--- config.mk ---
export PLATFORM = sky130hd
export DESIGN_NAME = load_buffer_scheduler
export DESIGN_NICKNAME = d
export VERILOG_FILES = /design/src/rtl/load_buffer_scheduler_pkg.sv /design/src/rtl/ldb_oldest_select.sv /design/src/rtl/load_buffer_scheduler.sv
export SDC_FILE = /design/constraint.sdc
export NUM_CORES = 2
export LEC_CHECK = 0
export ABC_AREA = 1
export ABC_CLOCK_PERIOD_IN_PS = 17700
export CAP_MARGIN = 20
export CORE_UTILIZATION = 45
export CTS_BUF_LIST = sky130_fd_sc_hd__clkbuf_16
export DETAILED_ROUTE_END_ITERATION = 6
export HOLD_SLACK_MARGIN = 0.02
export PLACE_DENSITY_LB_ADDON = 0.12
export SYNTH_ARGS = -nofsm -noshare
export SYNTH_HDL_FRONTEND = slang
export SYNTH_SLANG_ARGS = --single-unit
export TNS_END_PERCENT = 50
--- constraint.sdc ---
create_clock -name clk -period 17.7 [get_ports clk]
set_clock_uncertainty 0.15 [all_clocks]
set_input_delay 5.31 -clock clk [delete_from_list [all_inputs] [get_ports clk]]
set_output_delay 5.31 -clock clk [all_outputs]
set_load 0.01 [all_outputs]
--- src/rtl/load_buffer_scheduler_pkg.sv ---
// Shared sizing, entry/FSM encodings and helpers for the LSU load buffer scheduler.
package load_buffer_scheduler_pkg;

  localparam int LDB_NUM   = 16;
  localparam int LDB_WIDTH = $clog2(LDB_NUM);
  localparam int XLEN      = 32;
  localparam int TAG_W     = 6;

  typedef enum logic [1:0] {
    FREE,
    WAIT,
    ISSUED,
    DONE
  } ldb_state_t;

  typedef enum logic [1:0] {
    IDLE,
    REQ,
    RSP,
    DRAIN
  } ldb_fsm_t;

  typedef struct packed {
    ldb_state_t             state;
    logic [XLEN-1:0]        addr;
    logic [TAG_W-1:0]       tag;
    logic [XLEN-1:0]        data;
  } ldb_entry_t;

  function automatic logic [31:0] sat_inc32(input logic [31:0] v);
    return (&v) ? v : v + 32'd1;
  endfunction

endpackage

--- src/rtl/ldb_oldest_select.sv ---
// Picks the oldest candidate entry using the age matrix (row i bit j set = j older than i).
module ldb_oldest_select #(
  parameter int N = 16,
  parameter int W = 4
) (
  input  logic [N-1:0]        i_cand,
  input  logic [N-1:0][N-1:0] i_age,
  output logic [N-1:0]        o_onehot,
  output logic [W-1:0]        o_index,
  output logic                o_valid
);

  always_comb begin
    o_onehot = '0;
    o_index  = '0;
    // An entry is oldest when no other candidate is marked older than it.
    for (int i = 0; i < N; i++) begin
      if (i_cand[i] && ((i_age[i] & i_cand) == '0)) begin
        o_onehot[i] = 1'b1;
      end
    end
    for (int i = 0; i < N; i++) begin
      if (o_onehot[i]) begin
        o_index = W'(i);
      end
    end
  end

  assign o_valid = |i_cand;

endmodule

--- src/rtl/load_buffer_scheduler.sv ---
// LSU load buffer: allocation, oldest-first single-outstanding D-cache issue, oldest-first CDB writeback.
// Optional LDB_PERF_CNT_EN adds saturating full-stall and issue-wait cycle counters.
module load_buffer_scheduler
  import load_buffer_scheduler_pkg::*;
(
  input  logic                 clk,
  input  logic                 rst_n,
  input  logic                 flush_i,
  input  logic                 alloc_valid_i,
  output logic                 alloc_ready_o,
  input  logic [XLEN-1:0]      alloc_addr_i,
  input  logic [TAG_W-1:0]     alloc_tag_i,
  output logic [LDB_WIDTH-1:0] alloc_index_o,
  output logic                 mem_req_o,
  output logic [XLEN-1:0]      mem_addr_o,
  input  logic                 mem_ack_i,
  input  logic                 mem_rsp_valid_i,
  input  logic [XLEN-1:0]      mem_rsp_data_i,
  output logic                 wb_valid_o,
  input  logic                 wb_ready_i,
  output logic [TAG_W-1:0]     wb_tag_o,
  output logic [XLEN-1:0]      wb_data_o,
  output logic [LDB_WIDTH:0]   occupancy_o
`ifdef LDB_PERF_CNT_EN
  ,
  output logic [31:0]          perf_full_cycles_o,
  output logic [31:0]          perf_issue_wait_o
`endif
);

  localparam int OCC_W = LDB_WIDTH + 1;

  ldb_entry_t                      r_ent [LDB_NUM];
  ldb_state_t                      w_state_nxt [LDB_NUM];
  logic [LDB_NUM-1:0][LDB_NUM-1:0] r_age;

  ldb_fsm_t                        r_fsm;
  ldb_fsm_t                        w_fsm_nxt;
  logic [LDB_NUM-1:0]              r_issue_oh;
  logic [XLEN-1:0]                 r_mem_addr;

  logic                            r_wb_valid;
  logic [LDB_NUM-1:0]              r_wb_oh;
  logic [TAG_W-1:0]                r_wb_tag;
  logic [XLEN-1:0]                 r_wb_data;
  logic [OCC_W-1:0]                r_occ;
  logic [OCC_W-1:0]                w_occ_nxt;

  logic [LDB_NUM-1:0]              w_free;
  logic [LDB_NUM-1:0]              w_wait;
  logic [LDB_NUM-1:0]              w_done;
  logic [LDB_WIDTH-1:0]            w_alloc_idx;
  logic                            w_alloc;

  logic [LDB_NUM-1:0]              w_issue_oh;
  logic [LDB_WIDTH-1:0]            w_issue_idx;
  logic                            w_issue_vld;
  logic                            w_issue_start;
  logic                            w_ack_fire;
  logic                            w_rsp_fire;

  logic [LDB_NUM-1:0]              w_wb_cand;
  logic [LDB_NUM-1:0]              w_wb_oh;
  logic [LDB_WIDTH-1:0]            w_wb_idx;
  logic                            w_wb_vld;
  logic                            w_wb_hs;

  always_comb begin
    w_free = '0;
    w_wait = '0;
    w_done = '0;
    for (int i = 0; i < LDB_NUM; i++) begin
      w_free[i] = (r_ent[i].state == FREE);
      w_wait[i] = (r_ent[i].state == WAIT);
      w_done[i] = (r_ent[i].state == DONE);
    end
  end

  always_comb begin
    w_alloc_idx = '0;
    for (int i = LDB_NUM - 1; i >= 0; i--) begin
      if (w_free[i]) begin
        w_alloc_idx = LDB_WIDTH'(i);
      end
    end
  end

  assign alloc_ready_o = |w_free;
  assign alloc_index_o = w_alloc_idx;
  assign w_alloc       = alloc_valid_i & alloc_ready_o & ~flush_i;

  ldb_oldest_select #(
    .N (LDB_NUM),
    .W (LDB_WIDTH)
  ) u_issue_sel (
    .i_cand   (w_wait),
    .i_age    (r_age),
    .o_onehot (w_issue_oh),
    .o_index  (w_issue_idx),
    .o_valid  (w_issue_vld)
  );

  // The entry handed to the CDB this cycle is excluded so its successor can follow immediately.
  assign w_wb_hs   = r_wb_valid & wb_ready_i;
  assign w_wb_cand = w_done & ~(w_wb_hs ? r_wb_oh : '0);

  ldb_oldest_select #(
    .N (LDB_NUM),
    .W (LDB_WIDTH)
  ) u_wb_sel (
    .i_cand   (w_wb_cand),
    .i_age    (r_age),
    .o_onehot (w_wb_oh),
    .o_index  (w_wb_idx),
    .o_valid  (w_wb_vld)
  );

  always_comb begin
    w_fsm_nxt     = r_fsm;
    w_issue_start = 1'b0;
    w_ack_fire    = 1'b0;
    w_rsp_fire    = 1'b0;
    case (r_fsm)
      IDLE: begin
        if (!flush_i && w_issue_vld) begin
          w_fsm_nxt     = REQ;
          w_issue_start = 1'b1;
        end
      end
      REQ: begin
        if (mem_ack_i) begin
          if (flush_i) begin
            w_fsm_nxt = DRAIN;
          end else begin
            w_fsm_nxt  = RSP;
            w_ack_fire = 1'b1;
          end
        end else if (flush_i) begin
          w_fsm_nxt = IDLE;
        end
      end
      RSP: begin
        if (mem_rsp_valid_i) begin
          w_fsm_nxt  = IDLE;
          w_rsp_fire = ~flush_i;
        end else if (flush_i) begin
          w_fsm_nxt = DRAIN;
        end
      end
      DRAIN: begin
        if (mem_rsp_valid_i) begin
          w_fsm_nxt = IDLE;
        end
      end
      default: w_fsm_nxt = IDLE;
    endcase
  end

  always_ff @(posedge clk) begin
    if (!rst_n) begin
      r_fsm <= IDLE;
    end else begin
      r_fsm <= w_fsm_nxt;
    end
  end

  always_ff @(posedge clk) begin
    if (!rst_n) begin
      r_issue_oh <= '0;
      r_mem_addr <= '0;
    end else if (w_issue_start) begin
      r_issue_oh <= w_issue_oh;
      r_mem_addr <= r_ent[w_issue_idx].addr;
    end
  end

  always_comb begin
    for (int i = 0; i < LDB_NUM; i++) begin
      w_state_nxt[i] = r_ent[i].state;
      if (flush_i) begin
        w_state_nxt[i] = FREE;
      end else begin
        if (w_alloc && (w_alloc_idx == LDB_WIDTH'(i))) w_state_nxt[i] = WAIT;
        if (w_ack_fire && r_issue_oh[i])               w_state_nxt[i] = ISSUED;
        if (w_rsp_fire && r_issue_oh[i])               w_state_nxt[i] = DONE;
        if (w_wb_hs && r_wb_oh[i])                     w_state_nxt[i] = FREE;
      end
    end
  end

  always_comb begin
    w_occ_nxt = '0;
    for (int i = 0; i < LDB_NUM; i++) begin
      if (w_state_nxt[i] != FREE) begin
        w_occ_nxt = w_occ_nxt + OCC_W'(1);
      end
    end
  end

  always_ff @(posedge clk) begin
    for (int i = 0; i < LDB_NUM; i++) begin
      if (!rst_n) begin
        r_ent[i].state <= FREE;
      end else begin
        r_ent[i].state <= w_state_nxt[i];
      end
      if (w_alloc && (w_alloc_idx == LDB_WIDTH'(i))) begin
        r_ent[i].addr <= alloc_addr_i;
        r_ent[i].tag  <= alloc_tag_i;
      end
      if (w_rsp_fire && r_issue_oh[i]) begin
        r_ent[i].data <= mem_rsp_data_i;
      end
    end
  end

  // A new entry is younger than everything live; stale bits toward freed slots are masked by the candidate sets.
  always_ff @(posedge clk) begin
    if (!rst_n || flush_i) begin
      r_age <= '0;
    end else if (w_alloc) begin
      for (int k = 0; k < LDB_NUM; k++) begin
        if (w_alloc_idx == LDB_WIDTH'(k)) begin
          r_age[k] <= ~w_free;
        end else begin
          r_age[k][w_alloc_idx] <= 1'b0;
        end
      end
    end
  end

  always_ff @(posedge clk) begin
    if (!rst_n) begin
      r_wb_valid <= 1'b0;
      r_wb_oh    <= '0;
      r_wb_tag   <= '0;
      r_wb_data  <= '0;
    end else if (flush_i) begin
      r_wb_valid <= 1'b0;
    end else if (!r_wb_valid || wb_ready_i) begin
      r_wb_valid <= w_wb_vld;
      if (w_wb_vld) begin
        r_wb_oh   <= w_wb_oh;
        r_wb_tag  <= r_ent[w_wb_idx].tag;
        r_wb_data <= r_ent[w_wb_idx].data;
      end
    end
  end

  always_ff @(posedge clk) begin
    if (!rst_n) begin
      r_occ <= '0;
    end else begin
      r_occ <= w_occ_nxt;
    end
  end

`ifdef LDB_PERF_CNT_EN
  logic [31:0] r_perf_full;
  logic [31:0] r_perf_wait;

  always_ff @(posedge clk) begin
    if (!rst_n) begin
      r_perf_full <= '0;
      r_perf_wait <= '0;
    end else begin
      if (alloc_valid_i && !alloc_ready_o) r_perf_full <= sat_inc32(r_perf_full);
      if ((r_fsm == REQ) && !mem_ack_i)    r_perf_wait <= sat_inc32(r_perf_wait);
    end
  end

  assign perf_full_cycles_o = r_perf_full;
  assign perf_issue_wait_o  = r_perf_wait;
`endif

  assign mem_req_o   = (r_fsm == REQ);
  assign mem_addr_o  = r_mem_addr;
  assign wb_valid_o  = r_wb_valid;
  assign wb_tag_o    = r_wb_tag;
  assign wb_data_o   = r_wb_data;
  assign occupancy_o = r_occ;

endmodule

==> run_results.csv <==
group,metric,value,unit
timing,rsz0062_at_grt,"false",
global_route,grt_antenna_before_repair,14,
min_path,holdCritPathClass,"reg2reg",
power,pwr_total,7.43,mW
route,ant_nets,0,
synth,postSynthAreaPerCell,10.5,µm²
route,drtPass1Iterations,7,
floorplanning,floorplan.die.width,379,µm
setup_path,cpPeakStageDelay,730,ps
cells_and_area,layout.cells.most_common,"sky130_fd_sc_hd__edfxtp_1",
clock_tree,cts.reportedPaths.clkPinSlew,70,ps
setup_path,timing.critical_path.buf_inv,9,
cells_and_area,postLayoutCellArea,73100,µm²
synth,yosys.area_share.xor_xnor,0.0527,%
synth,synth_top_area_share,52.5,%
route,dr.max_layer_used,"met5",
synth,post_synth_num_cell_types,54,
floorplanning,core_region_area,141000,µm²
power,worst_ir_drop_vdd,0.0843,mV
timing,min_period_over_period,74.2,%
route,dr_wl_met2,95700,µm
placement,post-dp-hpwl,122000,µm
clock_tree,cts.repair.resized,0,
global_route,grt_start_max_net_pins,238,
route,drtIter0Drc,6273,
synth,synth_fp_nets,6205,
power,power.density_cell_area,102,nW/µm²
setup_path,critical_path_start_type,"input port",
timing,finalWorstPathRequiredPeriod,13140,ps
global_route,grt_use_total,30.1,%
global_route,grt_first_pass_wirelength,317000,µm
route,drc_errors,0,
synth,synth_compound_area_share,16.1,%
setup_path,worst-endpoint-arrival,13690,ps
synth,combinational_family_with_the_most_area_after_synthesis,"compound AO/OA/AOI/OAI gates",
global_route,grt_overflow_total,0,
synth,synthesis.instances,6113,
cells_and_area,most-common-layout-cells,"1,120 x sky130_fd_sc_hd__edfxtp_1, 757 x sky130_fd_sc_hd__nand2_1, 740 x sky130_fd_sc_hd__o21ai_0",
clock_tree,clkLatencyLatePin,820,ps
synth,synthTopCellsByArea,"sky130_fd_sc_hd__edfxtp_1 52%, sky130_fd_sc_hd__dfxtp_1 12%, sky130_fd_sc_hd__o21ai_0 5.8%",
route,total_wirelength,220000,µm
timing,timing_hold_violations_final,0,
route,drt-wirelength-per-cell,26.8,µm
floorplanning,rows,138,
timing,timing_max_transition_violations_final,0,
setup_path,critPathCaptureType,"register",
clock_tree,post-cts-setup-buffer-count,0,
route,met3_wl,21200,µm
floorplanning,floorplan.initialDensity,45.3,%
setup_path,worst_path_dominant_cell_family,"buffers and inverters",
run,drv_cap,0,
setup_path,cp.required,18250,ps
placement,area_after_dpl,67800,µm²
clock_tree,htree_num_levels,4,
synth,yosysWarnings,0,
synth,synth-adder-area-share,0.293,%
timing,report.final.setup_viol,0,
floorplanning,die_height,379,µm
synth,synth-seq-cells,1518,
synth,syn-cell-area,64100,µm²
setup_path,cpMostUsedCell,"sky130_fd_sc_hd__nand2_1",
placement,globalplace.congestion,0.982,
global_route,number_of_global_route_vias_before_repair,46500,
cells_and_area,flow.area_growth_from_synthesis,14.1,%
synth,synth-simple-area-share,13.5,%
cells_and_area,drive_gt1_share,7.81,%
cells_and_area,final_net_count,6268,
synth,yosysSeqAreaShare,64.9,%
outcome,outcome,"complete, no violations",
timing,worstMarginPinSlew,1150,ps
timing,timing.slew.headroom,22.5,%
clock_tree,cts.sinks,1518,
floorplanning,io-pin-count,159,
floorplanning,fp.dieArea,144000,µm²
placement,post-place-cells,7898,
setup_path,worst-setup-path-type,"in2reg",
timing,max_freq,76.1,MHz
synth,synthDominantAreaCellType,"sky130_fd_sc_hd__edfxtp_1",
route,routed-via-count,49900,
placement,port-buffer-count,158,
timing,fin_setup_tns,0,ps
clock_tree,cts_tree,"built",
route,wl_met1,93400,µm
power,leak,24.7,nW
route,drt-vias-per-instance,6.07,
clock_tree,cts_inserted_buffers,164,
setup_path,cp_max_fo,42,
clock_tree,holdBufCountCts,0,
clock_tree,cts_buffer_depth,3,
synth,synth_mux_area_share,0,%
clock_tree,clockRootBuffer,"sky130_fd_sc_hd__clkbuf_16",
setup_path,critical_path.slowest_cell,"sky130_fd_sc_hd__clkinv_2",
cells_and_area,finalNonFillerCells,8215,
-- synthesized netlist by cell type (all sizes together) --
master and number:
nand3b 7, or2 3, inv 481, xnor2 1
nand2 797, nand3 346, ha 15, o221ai 266
nor3 14, o21bai 2, a31oi 43, nor2 770
a21oi 255, buf 19, a21boi 3, o211ai 137
o2111ai 17, a41oi 1, and3 1, o31ai 5
o21a 1, clkinv 25, o41ai 2, o21ai 746
o22ai 88, a2111oi 15, a22oi 13, a211oi 15
clkbuf 356, a221o 1, a211o 1, edfxtp 1120
dfxtp 398, nand4 63, xor2 2, a221oi 51
a22o 5, nor4 27, and2 1
-- sequential cells by signal, summed over array words and instances (netlist names), 2 cells and up, named ones only --
register,count
r_ent,1152
wb_data_o,32
wb_tag_o,6
r_wb_oh,16
mem_addr_o,32
r_age,240
occupancy_o,5
r_fsm,2
r_issue_oh,16
-- kinds of logic after synthesis --
kind of cell,count (synthesis)
fa+ha+maj,15
xor+xnor,3
simple gates,2029
buf+inv,881
compound gates,1667
flops,1518
-- per-layer routing --
metal	GRT usage (%)	vias to the layer above
li1	-	22300
met4	12.6	12
met2	44.7	2449
met5	0	-
met1	42.3	24600
met3	6.98	535
-- report_power, final --
group          internal [mW]  switching (mW)  leakage (nW)
sequential              3.83          0.0113          13.3
combinational         0.0599           0.159          8.63
clock                   1.92            1.45          2.77
-- path summary, 6_finish.rpt --
| path | from | endpoint | slack (ps) | depth (start not counted) |
|---|---|---|---|---|
| max | flush_i | occupancy_o[4]$_SDFF_PN0_ | 4560 | 44 |
| min | register | register | 310 | 2 |
| max reg2reg | r_ent[14][71]$_SDFF_PN0_ | occupancy_o[4]$_SDFF_PN0_ | 6700 | 73 |
| min reg2reg | register | register | 310 | 2 |
-- worst register-to-register path, delay by kind of cell, from the launching register on --
| kind | cells | cell delay, ps |
|---|---|---|
| and+or+nand+nor | 44 | 4830 |
| adders and majority gates | 9 | 2500 |
| AOI/OAI and AO/OA | 9 | 1530 |
| buffers and inverters | 10 | 1430 |
| DFF | 1 | 400 |
| xor gates and xnor gates | 1 | 90 |
-- final cells by class --
type                       instances  area (µm²)
antenna                           10        25.0
clock buffer                     168        4200
clock inverter                   137        1080
fill                           12600       68300
inverter                         506        1920
multi-input combinational       3714       19500
sequential                      1518       41600
tap                             1890        2360
timing repair buffer             272        2470
-- stage by stage --
stage,util [%],worst slack [ps],hold WS [ps]
5_1_grt,51.7,3830,327
6_report,51.7,4560,313
3_3_place_gp,47.9,3890,295
3_5_place_dp,47.9,3790,298
4_1_cts,51.7,4660,307
2_1_floorplan,-,3780,279
Power figures use the tool's default switching activity.
